--- src/rtl/ram_pkg.sv ---
// rtl/ram_pkg.sv - shared FSM encoding and default geometry for sync_ram_ctrl
package ram_pkg;

  localparam int DEFAULT_DATA_WIDTH = 8;
  localparam int DEFAULT_ADDR_WIDTH = 4;

  // CLEAR is the reset state; IDLE accepts read/write/clear requests
  typedef enum logic {
    ST_IDLE  = 1'b0,
    ST_CLEAR = 1'b1
  } state_t;

  // Even parity: stored parity bit makes the XOR of the whole word zero
  function automatic logic even_parity(input logic [DEFAULT_DATA_WIDTH-1:0] d);
    return ^d;
  endfunction

endpackage

--- src/rtl/ram_array.sv ---
// rtl/ram_array.sv - word storage with one write port and a registered read port (optional parity via RAM_PARITY_EN)
import ram_pkg::*;

module ram_array #(
  parameter int DATA_WIDTH = DEFAULT_DATA_WIDTH,
  parameter int ADDR_WIDTH = DEFAULT_ADDR_WIDTH
) (
  input  logic                  clk,
  input  logic                  reset,
  input  logic [ADDR_WIDTH-1:0] addr,
  input  logic                  we,
  input  logic [DATA_WIDTH-1:0] wdata,
  input  logic                  re,
  output logic [DATA_WIDTH-1:0] rdata
`ifdef RAM_PARITY_EN
  ,
  output logic                  perr
`endif
);

  localparam int DEPTH = 2 ** ADDR_WIDTH;

`ifdef RAM_PARITY_EN
  // Top bit of each stored word is the even-parity bit over the data bits
  localparam int WORD_W = DATA_WIDTH + 1;
  logic [WORD_W-1:0] wword;
  assign wword = {^wdata, wdata};
`else
  localparam int WORD_W = DATA_WIDTH;
  logic [WORD_W-1:0] wword;
  assign wword = wdata;
`endif

  logic [WORD_W-1:0] mem [DEPTH];

  // Storage has no reset; the controller's clear sequence initialises it
  always_ff @(posedge clk) begin
    if (we) begin
      mem[addr] <= wword;
    end
  end

  // Registered read data holds its value between reads
  always_ff @(posedge clk or posedge reset) begin
    if (reset) begin
      rdata <= '0;
    end else if (re) begin
      rdata <= mem[addr][DATA_WIDTH-1:0];
    end
  end

`ifdef RAM_PARITY_EN
  // Parity error pulses on the cycle the faulty read data is presented
  always_ff @(posedge clk or posedge reset) begin
    if (reset) begin
      perr <= 1'b0;
    end else begin
      perr <= re & (^mem[addr]);
    end
  end
`endif

endmodule

--- src/rtl/sync_ram_ctrl.sv ---
// rtl/sync_ram_ctrl.sv - single-port RAM controller with clear sequencer and read/write arbitration (optional RAM_PARITY_EN)
import ram_pkg::*;

module sync_ram_ctrl #(
  parameter int DATA_WIDTH = DEFAULT_DATA_WIDTH,
  parameter int ADDR_WIDTH = DEFAULT_ADDR_WIDTH
) (
  input  logic                  clk,
  input  logic                  reset,
  input  logic [ADDR_WIDTH-1:0] addr,
  input  logic                  we,
  input  logic                  re,
  input  logic [DATA_WIDTH-1:0] din,
  input  logic                  clear,
  output logic [DATA_WIDTH-1:0] dout,
  output logic                  dout_valid,
  output logic                  busy,
  output logic                  conflict
`ifdef RAM_PARITY_EN
  ,
  output logic                  parity_err
`endif
);

  localparam int DEPTH = 2 ** ADDR_WIDTH;
  localparam logic [ADDR_WIDTH-1:0] LAST_ADDR = ADDR_WIDTH'(DEPTH - 1);

  state_t                  state;
  logic [ADDR_WIDTH-1:0]   clr_cnt;

  logic                    mem_we;
  logic                    mem_re;
  logic [ADDR_WIDTH-1:0]   mem_addr;
  logic [DATA_WIDTH-1:0]   mem_wdata;

  // Arbitration: CLEAR owns the port; in IDLE clear outranks we/re and we+re together is dropped
  always_comb begin
    mem_we    = 1'b0;
    mem_re    = 1'b0;
    mem_addr  = addr;
    mem_wdata = din;
    if (state == ST_CLEAR) begin
      mem_we    = 1'b1;
      mem_addr  = clr_cnt;
      mem_wdata = '0;
    end else if (!clear) begin
      mem_we = we & ~re;
      mem_re = re & ~we;
    end
  end

  // Controller FSM with registered busy/valid/conflict outputs
  always_ff @(posedge clk or posedge reset) begin
    if (reset) begin
      state      <= ST_CLEAR;
      clr_cnt    <= '0;
      busy       <= 1'b1;
      dout_valid <= 1'b0;
      conflict   <= 1'b0;
    end else begin
      dout_valid <= 1'b0;
      conflict   <= 1'b0;
      case (state)
        ST_CLEAR: begin
          if (clr_cnt == LAST_ADDR) begin
            state   <= ST_IDLE;
            busy    <= 1'b0;
            clr_cnt <= '0;
          end else begin
            clr_cnt <= clr_cnt + 1'b1;
          end
        end
        ST_IDLE: begin
          if (clear) begin
            state   <= ST_CLEAR;
            busy    <= 1'b1;
            clr_cnt <= '0;
          end else begin
            dout_valid <= mem_re;
            conflict   <= we & re;
          end
        end
        default: begin
          state   <= ST_CLEAR;
          busy    <= 1'b1;
          clr_cnt <= '0;
        end
      endcase
    end
  end

  ram_array #(
    .DATA_WIDTH (DATA_WIDTH),
    .ADDR_WIDTH (ADDR_WIDTH)
  ) u_array (
    .clk   (clk),
    .reset (reset),
    .addr  (mem_addr),
    .we    (mem_we),
    .wdata (mem_wdata),
    .re    (mem_re),
    .rdata (dout)
`ifdef RAM_PARITY_EN
    ,
    .perr  (parity_err)
`endif
  );

endmodule

--- config.mk ---
export PLATFORM = sky130hd
export DESIGN_NAME = sync_ram_ctrl
export DESIGN_NICKNAME = d
export VERILOG_FILES = /design/src/rtl/ram_pkg.sv /design/src/rtl/ram_array.sv /design/src/rtl/sync_ram_ctrl.sv
export SDC_FILE = /design/constraint.sdc
export NUM_CORES = 1
export LEC_CHECK = 0
export ABC_CLOCK_PERIOD_IN_PS = 4500
export CAP_MARGIN = 20
export CORE_MARGIN = 8
export CORE_UTILIZATION = 60
export CTS_CLUSTER_DIAMETER = 40
export DETAILED_ROUTE_END_ITERATION = 12
export GPL_ROUTABILITY_DRIVEN = 1
export PLACE_DENSITY = 0.9
export SYNTH_ARGS = -nofsm -noshare
export SYNTH_HDL_FRONTEND = slang
export SYNTH_HIERARCHICAL = 1
export SYNTH_SLANG_ARGS = --single-unit
--- constraint.sdc ---
create_clock -name clk -period 4.5 [get_ports clk]
set_input_delay 0.45 -clock clk [delete_from_list [all_inputs] [get_ports clk]]
set_output_delay 0.45 -clock clk [all_outputs]
set_load 0.01 [all_outputs]
==> qor.yml, run 1 <==
status:
  status: "finished, final reports clean"
worst_setup_path:
  critPathKind: "flop to flop"
  setup.worst_path.start_class: "flop"
  crit_chain: "mux2_2, buf_4, and2b_1, a221oi_1, o21ai_1, a31oi_1"
  endpoint_kind: "flop"
  arrival_ps: 3640
  cp.buffers_inverters: 1
  crit_fanout: 28
  cpPeakStageDelay_ps: 780
  cp.required_ps: 4940
  cp_top_family: "flip-flops"
  crit_slowest_cell: "dfstp_2"
drt:
  wl_um: 12600
  drt_iter0_markers: 396
  remaining_drc_errors: 0
  drtPass1Iterations: 5
  wl_per_cell_um: 23.1
  ant_nets: 0
  vias_per_cell: 6.19
  vias: 3385
final_layout:
  fillers: 552
  area_growth_pct: 16.5
  final_common_cell: "edfxtp_1"
  antennaDiodeCount: 0
  post-route-util_pct: 71.1
  drive_above_1_share_pct: 13.0
  finalNetCount: 419
  final_cell_mix: "edfxtp_1 (128), mux2i_1 (48), nor2_1 (30)"
timing:
  fmax_mhz: 312
  timing.setup.tns_ps: 0
  slew-limit-headroom_pct: 29.4
  rsz0062_at_grt: "no"
  skew_ps: 10.8
  fin_ws_ps: 1300
  hold_violations: 0
  setup-violations-final: 0
  worst-slew-pin-transition_ps: 1060
  period_share_pct: 71.1
  fin_crit_ps: 3200
  finalMaxSlewViolations: 0
global_route:
  grt_usage_pct: 19.6
  grt_max_degree: 30
  grt_pass1_wl_um: 18700
  antenna_found_initial: 0
  grt.overflow.total: 0
  first_global_vias: 3332
clock_tree:
  clock-root-buffer: "clkbuf_8"
  cts_setup_buffers: 0
  cts_hold_buf: 0
  cts_resized: 0
  cts_made_buffers: 17
  ctsHtreeMaxLevel: 4
  clk_path_buf_depth: 2
  clkTransAtPathRegs_ps: 70
  clock_latency_ps: 530
  cts_tree: "built"
  clkSinkCount: 144
job:
  max_cap_violations: 0
synth:
  synthArstFlopShare_pct: 11.1
  post-synth-top-area-cell: "edfxtp_1"
  synth_flop_cell: "edfxtp_1"
  ys_seq_elements: 144
  ys_warn_count: 6
  syn_nets: 381
  synth_edf_count: 128
  syn-cell-area_um2: 5890
  avgSynthCellArea_um2: 16.2
  yosys.area.top_type_share_pct: 65.3
  synthDistinctLibCells: 41
  ys_seq_area_share_pct: 72.1
  syn-instance-count: 363
  synth.area.top_cells: "edfxtp_1 (65%), mux2i_1 (8.2%), dfrtp_1 (6.0%)"
placement:
  portBuffers: 27
  preCtsSetupSlack_ps: 1300
  dpl.hpwl_um: 7940
  gp_congestion: 0.802
floorplanning:
  initial_core_util_pct: 61.1
  core_um2: 9640
  die_area_um2: 13200
  chipWidth_um: 115
  die_height_um: 115
  num_rows: 36
  io_pins: 28
power:
  vdd_drop_max_uv: 386
  leakagePower_uw: 0.00243
  p_per_area_nw_per_um2: 709
worst_hold_path:
  min_path_type: "input port to async pin"
-- cells by family (layout without fill, tap and decap cells) --
logic type | after synthesis | in the layout | synth area share [%]
mux | 59 | 59 | 12.2
simple gates | 89 | 89 | 7.55
flops | 144 | 144 | 72.1
compound gates | 43 | 43 | 4.89
fa+ha+maj | 1 | 1 | 0.213
buf+inv | 27 | 78 | 3.04
-- area by class of cell --
type	instances	area (um^2)	share of cell area [%]
sequential	144	4250	61.9
multi-input combinational	192	1460	21.3
clock buffer	17	414	6.04
timing repair buffer	41	379	5.53
clock inverter	15	170	2.48
tap	133	166	2.43
inverter	5	18.8	0.274
-- final timing paths --
path,start,end,slack (ps),depth (start not counted)
worst max-delay path,state$_DFF_PP1_,u_array/rdata[0]$_DFFE_PP0P_,1300,6
min in group clk,we,dout_valid$_DFF_PP0_,510,2
worst max register to register,state$_DFF_PP1_,u_array/rdata[0]$_DFFE_PP0P_,1300,6
max in group asynchronous,reset,busy$_DFFE_PP1P_,4010,2
worst min register to register,u_array/rdata[5]$_DFFE_PP0P_,u_array/rdata[5]$_DFFE_PP0P_,550,2
worst min-delay path,reset,clr_cnt[1]$_DFFE_PP0P_,200,2
-- where the power goes --
| part | internal [uW] | total [uW] | switching, uW |
|---|---|---|---|
| clock network | 839 | 1360 | 523 |
| registers | 1820 | 1950 | 122 |
| logic | 603 | 1550 | 949 |
| total | 3270 | 4860 | 1600 |
-- layer usage --
metal	GRT usage (%)	part of all wire [%]	vias to the layer above
met2	32.0	50	200
met3	4.99	8.7	40
met1	23.6	38	1657
met5	0	0	-
li1	-	-	1488
met4	10.8	3.5	0
-- worst register-to-register path: stages (launching register included) --
cell and delay [ps]:
dfstp_2 780, mux2_2 750, buf_4 480, and2b_1 360, a221oi_1 380, o21ai_1 150, a31oi_1 210
-- Yosys cell counts, types with 3 or more instances --
cell and count:
o21ai_1 3, nor2b_1 9, mux2_2 3, buf_6 3
inv_1 5, nand2_1 16, mux4_1 6, o22ai_1 14
a2bb2oi_1 6, mux2i_1 48, o21ai_0 5, nor2_1 30
buf_2 4, buf_4 3, nand3b_1 4, a31oi_1 8
nand3_1 9, buf_1 3, edfxtp_1 128, dfrtp_1 14
clkbuf_1 6, nor3_1 8
-- registers in the layout, summed over array words and instances (netlist names) --
register	count
u_array/mem	128
clr_cnt	4
busy	1
u_array/rdata	8
state	1
conflict	1
dout_valid	1
-- stage by stage --
step                total power (uW)  cell area (um^2)  hold WS [ps]  cells
floorplan                       3070              5890           264    363
global placement                3360              6200           526    506
detailed placement              3450              6230           539    509
CTS                             4830              6810           199    541
global route                    5050              6860           239    547
finish                          4860              6860           203    547
Power figures use the tool's default switching activity.
==> run 2, diff against run 1 <==
Settings changed: ABC_CLOCK_PERIOD_IN_PS 4500 to 3200.
Clock period 4.5 ns to 3.2 ns, I/O delays scaled along.
==> run 2 against run 1 <==
Against the previous run:
- register-to-register slack lost 980 ps
- clock skew decreased by 3.7 ps
- critical path type unchanged
- clock-buffer cell count unchanged
- setup slack got worse by 980 ps
- highest routed layer unchanged
- sequential cell count is the same
- routed wire length up 5.3%
==> qor.yml, run 2 (synthesized netlist as in run 1, its figures left out) <==
timing:
  setup-violations-final: 0
  fmax_mhz: 347
  period_share_pct: 90.0
  hold_violations: 0
  rsz0062_at_grt: "no"
  timing.setup.tns_ps: 0
  fin_ws_ps: 321
  skew_ps: 7.12
  worst-slew-pin-transition_ps: 892
  slew-limit-headroom_pct: 40.2
  fin_crit_ps: 2880
  finalMaxSlewViolations: 0
worst_setup_path:
  crit_fanout: 29
  critPathKind: "flop to flop"
  cp.required_ps: 3440
  endpoint_kind: "flop"
  setup.worst_path.start_class: "flop"
  arrival_ps: 3120
final_layout:
  antennaDiodeCount: 0
  fillers: 539
  area_growth_pct: 19.0
  drive_above_1_share_pct: 16.9
  post-route-util_pct: 72.7
  reg_top3: "u_array/mem x128, u_array/rdata x8, clr_cnt x4"
  design_area_um2: 7010
  final_cell_mix: "edfxtp_1 (128), mux2i_1 (48), buf_4 (31)"
  regMostFlops: "u_array/mem"
  largest_reg_flops: 128
  final_common_cell: "edfxtp_1"
  finalNetCount: 437
floorplanning:
  initial_core_util_pct: 61.1
  die_height_um: 115
  chipWidth_um: 115
  die_area_um2: 13200
  num_rows: 36
  io_pins: 28
  core_um2: 9640
drt:
  wl_um: 13300
  vias_per_cell: 6.32
  drt_iter0_markers: 389
  vias: 3570
  wl_per_cell_um: 23.6
  remaining_drc_errors: 0
  ant_nets: 0
  drtPass1Iterations: 5
power:
  vdd_drop_max_uv: 447
  p_per_area_nw_per_um2: 1000
  leakagePower_uw: 0.00254
status:
  status: "finished, final reports clean"
clock_tree:
  clk_path_buf_depth: 2
  ctsHtreeMaxLevel: 4
  clock-root-buffer: "clkbuf_8"
  cts_setup_buffers: 0
  clkTransAtPathRegs_ps: 60
  cts_made_buffers: 17
  clock_latency_ps: 530
  clkSinkCount: 144
  cts_resized: 0
  cts_tree: "built"
  cts_hold_buf: 0
placement:
  dpl.hpwl_um: 8190
  placed_area_um2: 6410
  gp_congestion: 0.829
  portBuffers: 27
  preCtsSetupSlack_ps: 376
global_route:
  grt_pass1_wl_um: 20400
  first_global_vias: 3535
  grt_usage_pct: 21.7
  grt.overflow.total: 0
  grt_max_degree: 30
  antenna_found_initial: 0
job:
  max_cap_violations: 0
worst_hold_path:
  min_path_type: "input port to async pin"
==> run 2: cell count changes in the layout (fill, tap and decap cells not counted), sizes merged <==
cell,previous run,this run
buf,11,32
clkbuf,20,17
clkinv,8,6
clkinvlp,4,3
inv,5,8
==> run 2: layer usage <==
metal / vias to the layer above / GRT usage [%] / part of all wire (%)
met5: - / 0 / 0
met4: 0 / 12.9 / 3.7
met3: 34 / 5.04 / 8.9
met2: 224 / 35.0 / 49
met1: 1787 / 26.1 / 38
li1: 1525 / - / -
==> run 2: path summary, 6_finish.rpt <==
kind	start	end	slack (ps)	depth (start not counted)
setup / recovery	state$_DFF_PP1_	u_array/mem[9][4]$_DFFE_PP_	320	5
hold / removal	reset	u_array/rdata[0]$_DFFE_PP0P_	50	2
setup reg to reg	state$_DFF_PP1_	u_array/mem[9][4]$_DFFE_PP_	320	5
hold reg to reg	u_array/rdata[7]$_DFFE_PP0P_	u_array/rdata[7]$_DFFE_PP0P_	540	2
max in group asynchronous	reset	state$_DFF_PP1_	2860	2
min in group clk	we	dout_valid$_DFF_PP0_	380	2
==> run 2: worst max-delay path, stage by stage (launching register included) <==
cell and delay (ps):
dfstp_2 800, mux2_2 810, buf_4 360, nand2b_1 170, nor2_1 190, buf_4 210
==> run 2: metrics by stage <==
stage / hold WS (ps) / std cells / total power (uW)
after detailed placement: 531 / 533 / 5000
final: 49.9 / 565 / 7040
after CTS: 43.1 / 565 / 7030
after floorplan: 134 / 363 / 4320
after global placement: 532 / 532 / 4870
after global routing: 68.7 / 565 / 7320
==> run 2: area by class of cell <==
type	count	area (um^2)	share of cell area [%]
Sequential cell	144	4250	60.6
Multi-Input combinational cell	192	1460	20.9
Timing Repair Buffer	59	514	7.34
Clock buffer	17	414	5.91
Clock inverter	15	186	2.66
Tap cell	133	166	2.37
Inverter	5	18.8	0.268
==> run 2: report_power, final <==
part	leakage (uW)	internal, uW	switching [uW]
Clock	0.000287	1200	781
Sequential	0.00139	2560	165
Combinational	0.000861	936	1400
